`config.mk`:
```
export PLATFORM = sky130hd
export DESIGN_NAME = alu_op_sequencer
export DESIGN_NICKNAME = d
export VERILOG_FILES = /design/src/rtl/alu_seq_pkg.sv /design/src/rtl/seq_wait_cnt.sv /design/src/rtl/alu_op_sequencer.sv
export SDC_FILE = /design/constraint.sdc
export NUM_CORES = 1
export LEC_CHECK = 0
export BUFFER_PORTS_ARGS = -buffer_cell sky130_fd_sc_hd__buf_2
export CAP_MARGIN = 20
export CORE_AREA = 2 2 70 99
export CTS_CLUSTER_DIAMETER = 200
export CTS_CLUSTER_SIZE = 25
export DETAILED_ROUTE_END_ITERATION = 8
export DIE_AREA = 0 0 72 101
export GPL_TIMING_DRIVEN = 0
export PLACE_DENSITY = 0.72
export SYNTH_ARGS = -nofsm -noshare
export SYNTH_HDL_FRONTEND = slang
export SYNTH_HIERARCHICAL = 1
export SYNTH_SLANG_ARGS = --single-unit
export TNS_END_PERCENT = 10
```
`constraint.sdc`:
```
create_clock -name CLK -period 2.52 [get_ports CLK]
set_clock_uncertainty 0.05 [all_clocks]
set_input_delay 0.126 -clock CLK [delete_from_list [all_inputs] [get_ports CLK]]
set_output_delay 0.126 -clock CLK [all_outputs]
set_load 0.01 [all_outputs]
```
`src/rtl/alu_seq_pkg.sv`:
```
// Shared types and constants for the ALU operation sequencer.
// Holds the FSM state encoding, instruction field positions and the default EXEC length.
package alu_seq_pkg;

    typedef enum logic [1:0] {
        ST_IDLE = 2'd0,
        ST_READ = 2'd1,
        ST_EXEC = 2'd2,
        ST_WB   = 2'd3
    } seq_state_e;

    localparam int unsigned INSTR_W         = 16;
    localparam int unsigned FIELD_W         = 4;
    localparam int unsigned OPC_LSB         = 12;
    localparam int unsigned RD_LSB          = 8;
    localparam int unsigned RS1_LSB         = 4;
    localparam int unsigned RS2_LSB         = 0;
    localparam int unsigned EXEC_CYCLES_DEF = 1;
    localparam int unsigned WAIT_CNT_W      = 4;

    function automatic logic [FIELD_W-1:0] instr_field(
        input logic [INSTR_W-1:0] ins,
        input int unsigned        lsb
    );
        return ins[lsb +: FIELD_W];
    endfunction

endpackage

```
`src/rtl/seq_wait_cnt.sv`:
```
// Loadable down-counter that times the EXEC phase; done_o is high while the count is zero.
module seq_wait_cnt
    import alu_seq_pkg::*;
#(
    parameter int unsigned CNT_W = WAIT_CNT_W
) (
    input  logic             clk_i,
    input  logic             rst_i,
    input  logic             en_i,
    input  logic             load_i,
    input  logic [CNT_W-1:0] load_val_i,
    output logic             done_o
);

    logic [CNT_W-1:0] cnt_q, cnt_d;

    // Saturates at zero so a stalled or lingering EXEC never underflows.
    always_comb begin
        cnt_d = cnt_q;
        if (load_i) begin
            cnt_d = load_val_i;
        end else if (cnt_q != '0) begin
            cnt_d = cnt_q - 1'b1;
        end
    end

    always_ff @(posedge clk_i) begin
        if (rst_i) begin
            cnt_q <= '0;
        end else if (en_i) begin
            cnt_q <= cnt_d;
        end
    end

    assign done_o = (cnt_q == '0);

endmodule

```
`src/rtl/alu_op_sequencer.sv`:
```
// Single-issue IDLE/READ/EXEC/WB sequencer between a requester, a register bank and an ALU.
// Define ALU_SEQ_RETIRE_CNT_EN to build the retired-writeback counter; otherwise retire_cnt is 0.
module alu_op_sequencer
    import alu_seq_pkg::*;
#(
    parameter int unsigned EXEC_CYCLES = EXEC_CYCLES_DEF,
    parameter int unsigned DATA_W      = 32
) (
    input  logic              CLK,
    input  logic              rst,
    input  logic              step_en,
    input  logic              instr_valid,
    input  logic [15:0]       instr,
    output logic              instr_ready,
    output logic [3:0]        rf_rd_addr,
    output logic [3:0]        rf_rs1_addr,
    output logic [3:0]        rf_rs2_addr,
    output logic              rf_we,
    output logic [3:0]        alu_op,
    input  logic [DATA_W-1:0] alu_result,
    output logic [DATA_W-1:0] result,
    output logic              result_valid,
    output logic              busy,
    output logic [31:0]       retire_cnt
);

    seq_state_e        state_q, state_d;
    logic [15:0]       instr_q;
    logic [DATA_W-1:0] result_q;
    logic              result_valid_q;
    logic              exec_done;
    logic              accept;
    logic              wb_fire;

    assign accept  = instr_valid && instr_ready && step_en;
    assign wb_fire = (state_q == ST_WB) && step_en;

    seq_wait_cnt #(
        .CNT_W (WAIT_CNT_W)
    ) u_wait_cnt (
        .clk_i      (CLK),
        .rst_i      (rst),
        .en_i       (step_en && ((state_q == ST_READ) || (state_q == ST_EXEC))),
        .load_i     (state_q == ST_READ),
        .load_val_i (WAIT_CNT_W'(EXEC_CYCLES - 1)),
        .done_o     (exec_done)
    );

    always_ff @(posedge CLK) begin
        if (rst) begin
            state_q <= ST_IDLE;
        end else if (step_en) begin
            state_q <= state_d;
        end
    end

    always_comb begin
        state_d = state_q;
        case (state_q)
            ST_IDLE: if (instr_valid) state_d = ST_READ;
            ST_READ: state_d = ST_EXEC;
            ST_EXEC: if (exec_done) state_d = ST_WB;
            ST_WB:   state_d = ST_IDLE;
            default: state_d = ST_IDLE;
        endcase
    end

    // rst gates the strobes combinationally so an abort in WB never writes.
    always_comb begin
        instr_ready = (state_q == ST_IDLE) && !rst;
        rf_we       = (state_q == ST_WB) && !rst;
        busy        = (state_q != ST_IDLE);
    end

    always_ff @(posedge CLK) begin
        if (rst) begin
            instr_q <= '0;
        end else if (accept) begin
            instr_q <= instr;
        end
    end

    always_ff @(posedge CLK) begin
        if (rst) begin
            result_q       <= '0;
            result_valid_q <= 1'b0;
        end else begin
            result_valid_q <= wb_fire;
            if (wb_fire) begin
                result_q <= alu_result;
            end
        end
    end

    assign alu_op       = instr_field(instr_q, OPC_LSB);
    assign rf_rd_addr   = instr_field(instr_q, RD_LSB);
    assign rf_rs1_addr  = instr_field(instr_q, RS1_LSB);
    assign rf_rs2_addr  = instr_field(instr_q, RS2_LSB);
    assign result       = result_q;
    assign result_valid = result_valid_q;

`ifdef ALU_SEQ_RETIRE_CNT_EN
    logic [31:0] retire_q;

    always_ff @(posedge CLK) begin
        if (rst) begin
            retire_q <= '0;
        end else if (wb_fire) begin
            retire_q <= retire_q + 32'd1;
        end
    end

    assign retire_cnt = retire_q;
`else
    assign retire_cnt = '0;
`endif

endmodule

```
==> results.py, run 1 <==
metrics = {
    "status": {
        "status": "finished, final reports clean",
    },
    "min_path": {
        "hold_path_end": "result[23]",
        "hold_start": "alu_result[23]",
        "min_path_type": "primary input to flip-flop",
        "whs_path_depth": 3,
    },
    "setup_path": {
        "cp_top_family": "simple AND/OR/NAND/NOR gates",
        "r2r-end": "u_wait_cnt/cnt_q[0]",
        "reg2reg_slack_ns": 0.74,
        "critPathArrivalTime_ns": 1.91,
        "cp_slowest_cell": "or4b_4",
        "r2r-start": "state_q[1]",
        "r2r_cells": 6,
        "cp_max_fo": 10,
        "crit_required_ns": 2.65,
        "startpoint_type": "flip-flop",
        "crit_type": "flip-flop to flip-flop",
        "crit_chain": "inv_1, ha_1, buf_6, or4b_4, a31oi_1, a311oi_1",
        "crit_path_end_kind": "flip-flop",
        "crit_path_max_incr_delay_ns": 0.52,
        "critPathBufInv": 2,
    },
    "placement": {
        "gp_congestion": 0.8136,
        "dp.final_hpwl_microns": 4442,
        "io_buffers": 102,
    },
    "floorplan": {
        "core_sq_um": 6437,
        "num_rows": 35,
        "ios": 136,
        "die-width_microns": 72,
        "die_y_microns": 101,
        "start_util": 0.3874,
        "dieArea_sq_um": 7272,
    },
    "global_route": {
        "grt_pass1_wl_microns": 9832,
        "grt_usage": 0.1690,
        "grt_max_degree": 19,
        "antenna_found_initial": 0,
        "grt_overflow": 0,
        "first_global_vias": 2242,
    },
    "cells_and_area": {
        "synthToLayoutAreaGrowth_pct": 49.47,
        "nets": 544,
        "fillCellCount": 592,
        "drive_gt1_frac": 0.3511,
        "antenna_cells": 0,
        "seq_area_sq_um": 1101,
        "multiInputGateArea_sq_um": 1134,
    },
    "routing": {
        "wl_met3_microns": 360,
        "vias_per_cell": 4.396,
        "wirelength_microns": 6431,
        "dr_total_vias": 2466,
        "wl_met2_microns": 3273,
        "firstDrtPassIters": 4,
        "drc_errors": 0,
        "drtIter0Drc": 81,
        "top_layer": "met4",
        "wl_met1_microns": 2655,
        "antenna_left": 0,
        "wl_per_cell_microns": 11.46,
    },
    "yosys": {
        "synth_seq_cells": 55,
        "ys_warn_count": 6,
        "synth_ff_type": "dfxtp_1",
        "ys_types": 39,
        "async_flop_share": 0,
        "synth-edff-count": 0,
        "syn-instance-count": 303,
        "ys_seq_area_frac": 0.4415,
        "syn_avg_cell_area_sq_um": 8.230,
        "syn_area_sq_um": 2494,
    },
    "sta": {
        "period_share": 0.7055,
        "max_freq_ghz": 0.5625,
        "worst_slew_pin_slew_ns": 0.6902,
        "hold_viol": 0,
        "layout_min_cycle_time_ns": 1.778,
        "drv_slew": 0,
        "setup_violations": 0,
        "grt_setup_unrepaired": "no",
        "tns_ns": 0,
        "max_slew_margin": 0.5398,
    },
    "cts": {
        "path_clk_slew_ns": 0.10,
        "numCtsBuffers": 5,
        "insertion_delay_ns": 0.30,
        "post_cts_buffers": 0,
        "cts_sinks": 55,
        "post_cts_resize_count": 0,
        "hold_buffers": 36,
        "htreeDepth": 2,
        "cts_tree": "yes",
        "cts_buffer_depth": 2,
        "cts_root_buf": "clkbuf_8",
    },
    "power_and_ir_drop": {
        "ir_drop_v": 0.0002446,
        "p_leak_nw": 1.759,
        "powerDensity_nw_per_um2": 485.6,
        "total_power_mw": 1.810,
    },
    "run": {
        "drv_cap": 0,
    },
}
## cell families after synthesis
kind of cell | synth area share
compound gates | 0.1540
flops | 0.4415
simple gates | 0.2148
buf+inv | 0.1580
fa+ha+maj | 0.03010
other cells | 0.001504
## layer usage
| metal | global-route usage | vias up |
|---|---|---|
| met5 | 0 | - |
| met4 | 0.07547 | 0 |
| met3 | 0.02900 | 15 |
| met2 | 0.2963 | 85 |
| met1 | 0.1990 | 1088 |
| li1 | - | 1278 |
## synthesized netlist by cell type (all sizes together), types with 2 or more instances
master / count / area, sq um
inv: 6 / 22.52
o21ai: 2 / 10.00
buf: 45 / 352.8
a31oi: 2 / 12.51
a21oi: 51 / 296.5
nor2b: 2 / 12.51
nand2: 99 / 371.6
a21o: 2 / 16.27
nand2b: 3 / 18.77
and2: 5 / 33.78
nor2: 3 / 11.26
dfxtp: 55 / 1101
ha: 6 / 75.07
clkbuf: 5 / 18.77
## report_power, final
group	leakage (nW)	switching, mW	internal [mW]
clock	0.0548	0.300	0.300
combinational	1.26	0.145	0.165
sequential	0.444	0.0123	0.887
total	1.76	0.458	1.35
## worst reg2reg max path, stage by stage (launching register included)
cell,delay (ns)
dfxtp_1,0.38
inv_1,0.11
ha_1,0.20
buf_6,0.14
or4b_4,0.52
a31oi_1,0.19
a311oi_1,0.07
## cell usage in the layout (no fill, tap or decap), types with 2 or more instances in the layout
master and count:
a21oi_1 40, a21oi_2 11, a31oi_1 2, and2_1 2, and2_2 2, buf_2 108, buf_4 32, buf_6 6
clkbuf_1 5, clkbuf_8 5, conb_1 37, dfxtp_1 55, dlygate4sd3_1 38, ha_1 6, inv_1 6, nand2_1 99
nand2b_1 3, nor2_1 3, nor2b_1 2
## state kept, by name, summed over array words and instances, names as in the netlist
register,flops
instr_q,16
result,32
u_wait_cnt/cnt_q,4
state_q,2
result_valid,1
## per-stage QoR
stage / utilization / instances / hold slack, ns / cell area (sq um) / setup slack (ns)
2_1_floorplan: - / 339 / 0.1384 / 2629 / 0.8972
3_3_place_gp: 0.5020 / 515 / 0.3186 / 3232 / 0.8120
3_5_place_dp: 0.5020 / 515 / 0.3232 / 3232 / 0.7604
4_1_cts: 0.5759 / 559 / 0.0004935 / 3707 / 0.7427
5_1_grt: 0.5790 / 561 / 0.002413 / 3727 / 0.6388
6_report: 0.5790 / 561 / 0.005583 / 3727 / 0.7421
## area by class of cell
cell class                      instances  area share
Clock inverter                          3     0.01242
Multi-Input combinational cell        228      0.3041
Buffer                                 50     0.09970
Clock buffer                            5     0.01846
Tap cell                               74     0.02484
Timing Repair Buffer                  140      0.2390
Sequential cell                        55      0.2954
Inverter                                6    0.006042
## how the worst max path moves through the flow
stage          startpoint                   to  slack, ns  depth (start not counted)
2_1_floorplan  state_q[1]  u_wait_cnt/cnt_q[0]       0.90                          6
3_3_place_gp   state_q[1]  u_wait_cnt/cnt_q[0]       0.81                          6
3_5_place_dp   state_q[1]  u_wait_cnt/cnt_q[0]       0.76                          6
4_1_cts        state_q[1]  u_wait_cnt/cnt_q[0]       0.74                          6
5_1_grt        state_q[1]  u_wait_cnt/cnt_q[0]       0.64                          6
6_report       state_q[1]  u_wait_cnt/cnt_q[0]       0.74                          6
Note: power is estimated with default switching activity, not from simulation.
==> run 2, diff against run 1 <==
Clock period 2.52 ns to 1.75 ns, I/O delays scaled along.
==> results.py, run 2 (synthesis gave the netlist of run 1 again) <==
metrics = {
    "setup_path": {
        "cp_max_fo": 10,
        "crit_path_end_kind": "flip-flop",
        "r2r-start": "state_q[1]",
        "critPathArrivalTime_ns": 1.82,
        "r2r-end": "u_wait_cnt/cnt_q[0]",
        "critPathBufInv": 2,
        "crit_path_max_incr_delay_ns": 0.52,
        "cp_top_family": "simple AND/OR/NAND/NOR gates",
        "reg2reg_slack_ns": 0.06,
        "cp_slowest_cell": "or4b_4",
        "crit_chain": "inv_1, ha_1, buf_6, or4b_4, a31oi_1, a311oi_1",
        "startpoint_type": "flip-flop",
        "r2r_cells": 6,
        "crit_required_ns": 1.88,
        "crit_type": "flip-flop to flip-flop",
    },
    "routing": {
        "antenna_left": 0,
        "firstDrtPassIters": 4,
        "wl_per_cell_microns": 11.84,
        "drc_errors": 0,
        "wirelength_microns": 6787,
        "drtIter0Drc": 79,
        "vias_per_cell": 4.459,
        "dr_total_vias": 2555,
    },
    "cts": {
        "cts_root_buf": "clkbuf_8",
        "insertion_delay_ns": 0.30,
        "cts_sinks": 55,
        "path_clk_slew_ns": 0.11,
        "cts_buffer_depth": 2,
        "htreeDepth": 2,
        "numCtsBuffers": 5,
        "cts_tree": "yes",
    },
    "min_path": {
        "hold_path_end": "result_valid",
        "hold_start": "step_en",
        "min_path_type": "primary input to flip-flop",
        "whs_path_depth": 2,
    },
    "floorplan": {
        "num_rows": 35,
        "die_y_microns": 101,
        "ios": 136,
        "start_util": 0.3874,
        "die-width_microns": 72,
        "core_sq_um": 6437,
        "dieArea_sq_um": 7272,
    },
    "sta": {
        "period_share": 0.9683,
        "layout_min_cycle_time_ns": 1.694,
        "max_slew_margin": 0.5436,
        "drv_slew": 0,
        "worst_slew_pin_slew_ns": 0.6846,
        "grt_setup_unrepaired": "yes",
        "hold_viol": 0,
        "max_freq_ghz": 0.5901,
        "setup_ws_ns": 0.05551,
        "setup_violations": 0,
    },
    "cells_and_area": {
        "layout.cells.non_filler": 573,
        "synthToLayoutAreaGrowth_pct": 54.49,
        "antenna_cells": 0,
        "nets": 556,
        "layout_commonest_cell": "buf_2",
        "largest_register_ff_count": 32,
        "post-route-util": 0.5984,
        "layout_common_cells": "buf_2, nand2_1, dfxtp_1",
        "drive_gt1_frac": 0.3467,
    },
    "status": {
        "status": "finished, final reports clean",
    },
    "global_route": {
        "grt_usage": 0.1766,
        "grt_max_degree": 19,
        "grt_pass1_wl_microns": 10230,
        "grt_overflow": 0,
        "antenna_found_initial": 0,
        "first_global_vias": 2322,
    },
    "placement": {
        "io_buffers": 102,
        "post-place-ws_ns": -0.009648,
        "gp_congestion": 0.8136,
        "dp.final_hpwl_microns": 4442,
        "post-place-cells": 515,
    },
    "run": {
        "drv_cap": 0,
    },
    "power_and_ir_drop": {
        "ir_drop_v": 0.0003528,
        "p_leak_nw": 1.814,
        "powerDensity_nw_per_um2": 683.8,
    },
}
## run 2: cell types whose count changed in the layout (fill, tap and decap cells not counted)
cell / change
dlygate4sd3_1: +12
buf_4: +1
clkbuf_1: -1
dfxtp_1: -1
dfxtp_2: +1
## run 2: power by group
group / internal [mW] / switching (mW) / total [mW]
Combinational: 0.256 / 0.216 / 0.472
Clock: 0.432 / 0.435 / 0.867
Sequential: 1.28 / 0.0174 / 1.30
Total: 1.97 / 0.668 / 2.63
## run 2: routing by layer
metal | share of wire | up-vias | global-route usage
met4 | 0.034 | 0 | 0.08563
li1 | - | 1301 | -
met5 | 0 | - | 0
met1 | 0.40 | 1132 | 0.2009
met3 | 0.057 | 22 | 0.03000
met2 | 0.51 | 100 | 0.3148
## run 2: timing repair
item	in CTS	in global routing
gates cloned	0	0
pin swaps	0	1
gates resized for setup	1	0
buffers inserted	0	1
endpoints found under the setup margin	2	3
endpoints found under the hold margin	51	0
hold buffers	50	0
## run 2: worst reg2reg max path, cell delays in order, from the launching register on
cell,delay [ns]
dfxtp_2,0.34
inv_1,0.08
ha_1,0.20
buf_6,0.13
or4b_4,0.52
a31oi_1,0.18
a311oi_1,0.06
## run 2: worst max-delay path by stage
| stage | from | to | slack [ns] | cells past startpoint |
|---|---|---|---|---|
| finish | state_q[1] | u_wait_cnt/cnt_q[0] | 0.06 | 6 |
| global route | state_q[1] | u_wait_cnt/cnt_q[0] | -0.02 | 6 |
| global placement | state_q[1] | u_wait_cnt/cnt_q[0] | 0.04 | 6 |
| CTS | state_q[1] | u_wait_cnt/cnt_q[0] | 0.02 | 6 |
| detailed placement | state_q[1] | u_wait_cnt/cnt_q[0] | -0.01 | 6 |
| floorplan | state_q[1] | u_wait_cnt/cnt_q[0] | 0.13 | 6 |
## run 2: stage by stage
step / instance area [sq um] / hold WS, ns / total power, mW / TNS, ns
6_report: 3852 / 0.05365 / 2.634 / 0
5_1_grt: 3852 / 0.06319 / 2.751 / -0.02450
4_1_cts: 3849 / 0.04549 / 2.647 / 0
3_5_place_dp: 3232 / 0.2847 / 1.697 / -0.009648
3_3_place_gp: 3232 / 0.2801 / 1.689 / 0
2_1_floorplan: 2629 / 0.09994 / 1.577 / 0
## run 2: area by class of cell
cell class / count / area, sq um
plain buffers: 49 / 367.9
clock buffers: 5 / 68.82
clock inverters: 3 / 46.29
fillers: 582 / 2585
inverters: 6 / 22.52
multi-input cells: 228 / 1134
flip-flops and latches: 55 / 1102
well taps: 74 / 92.59
repair buffers: 153 / 1018
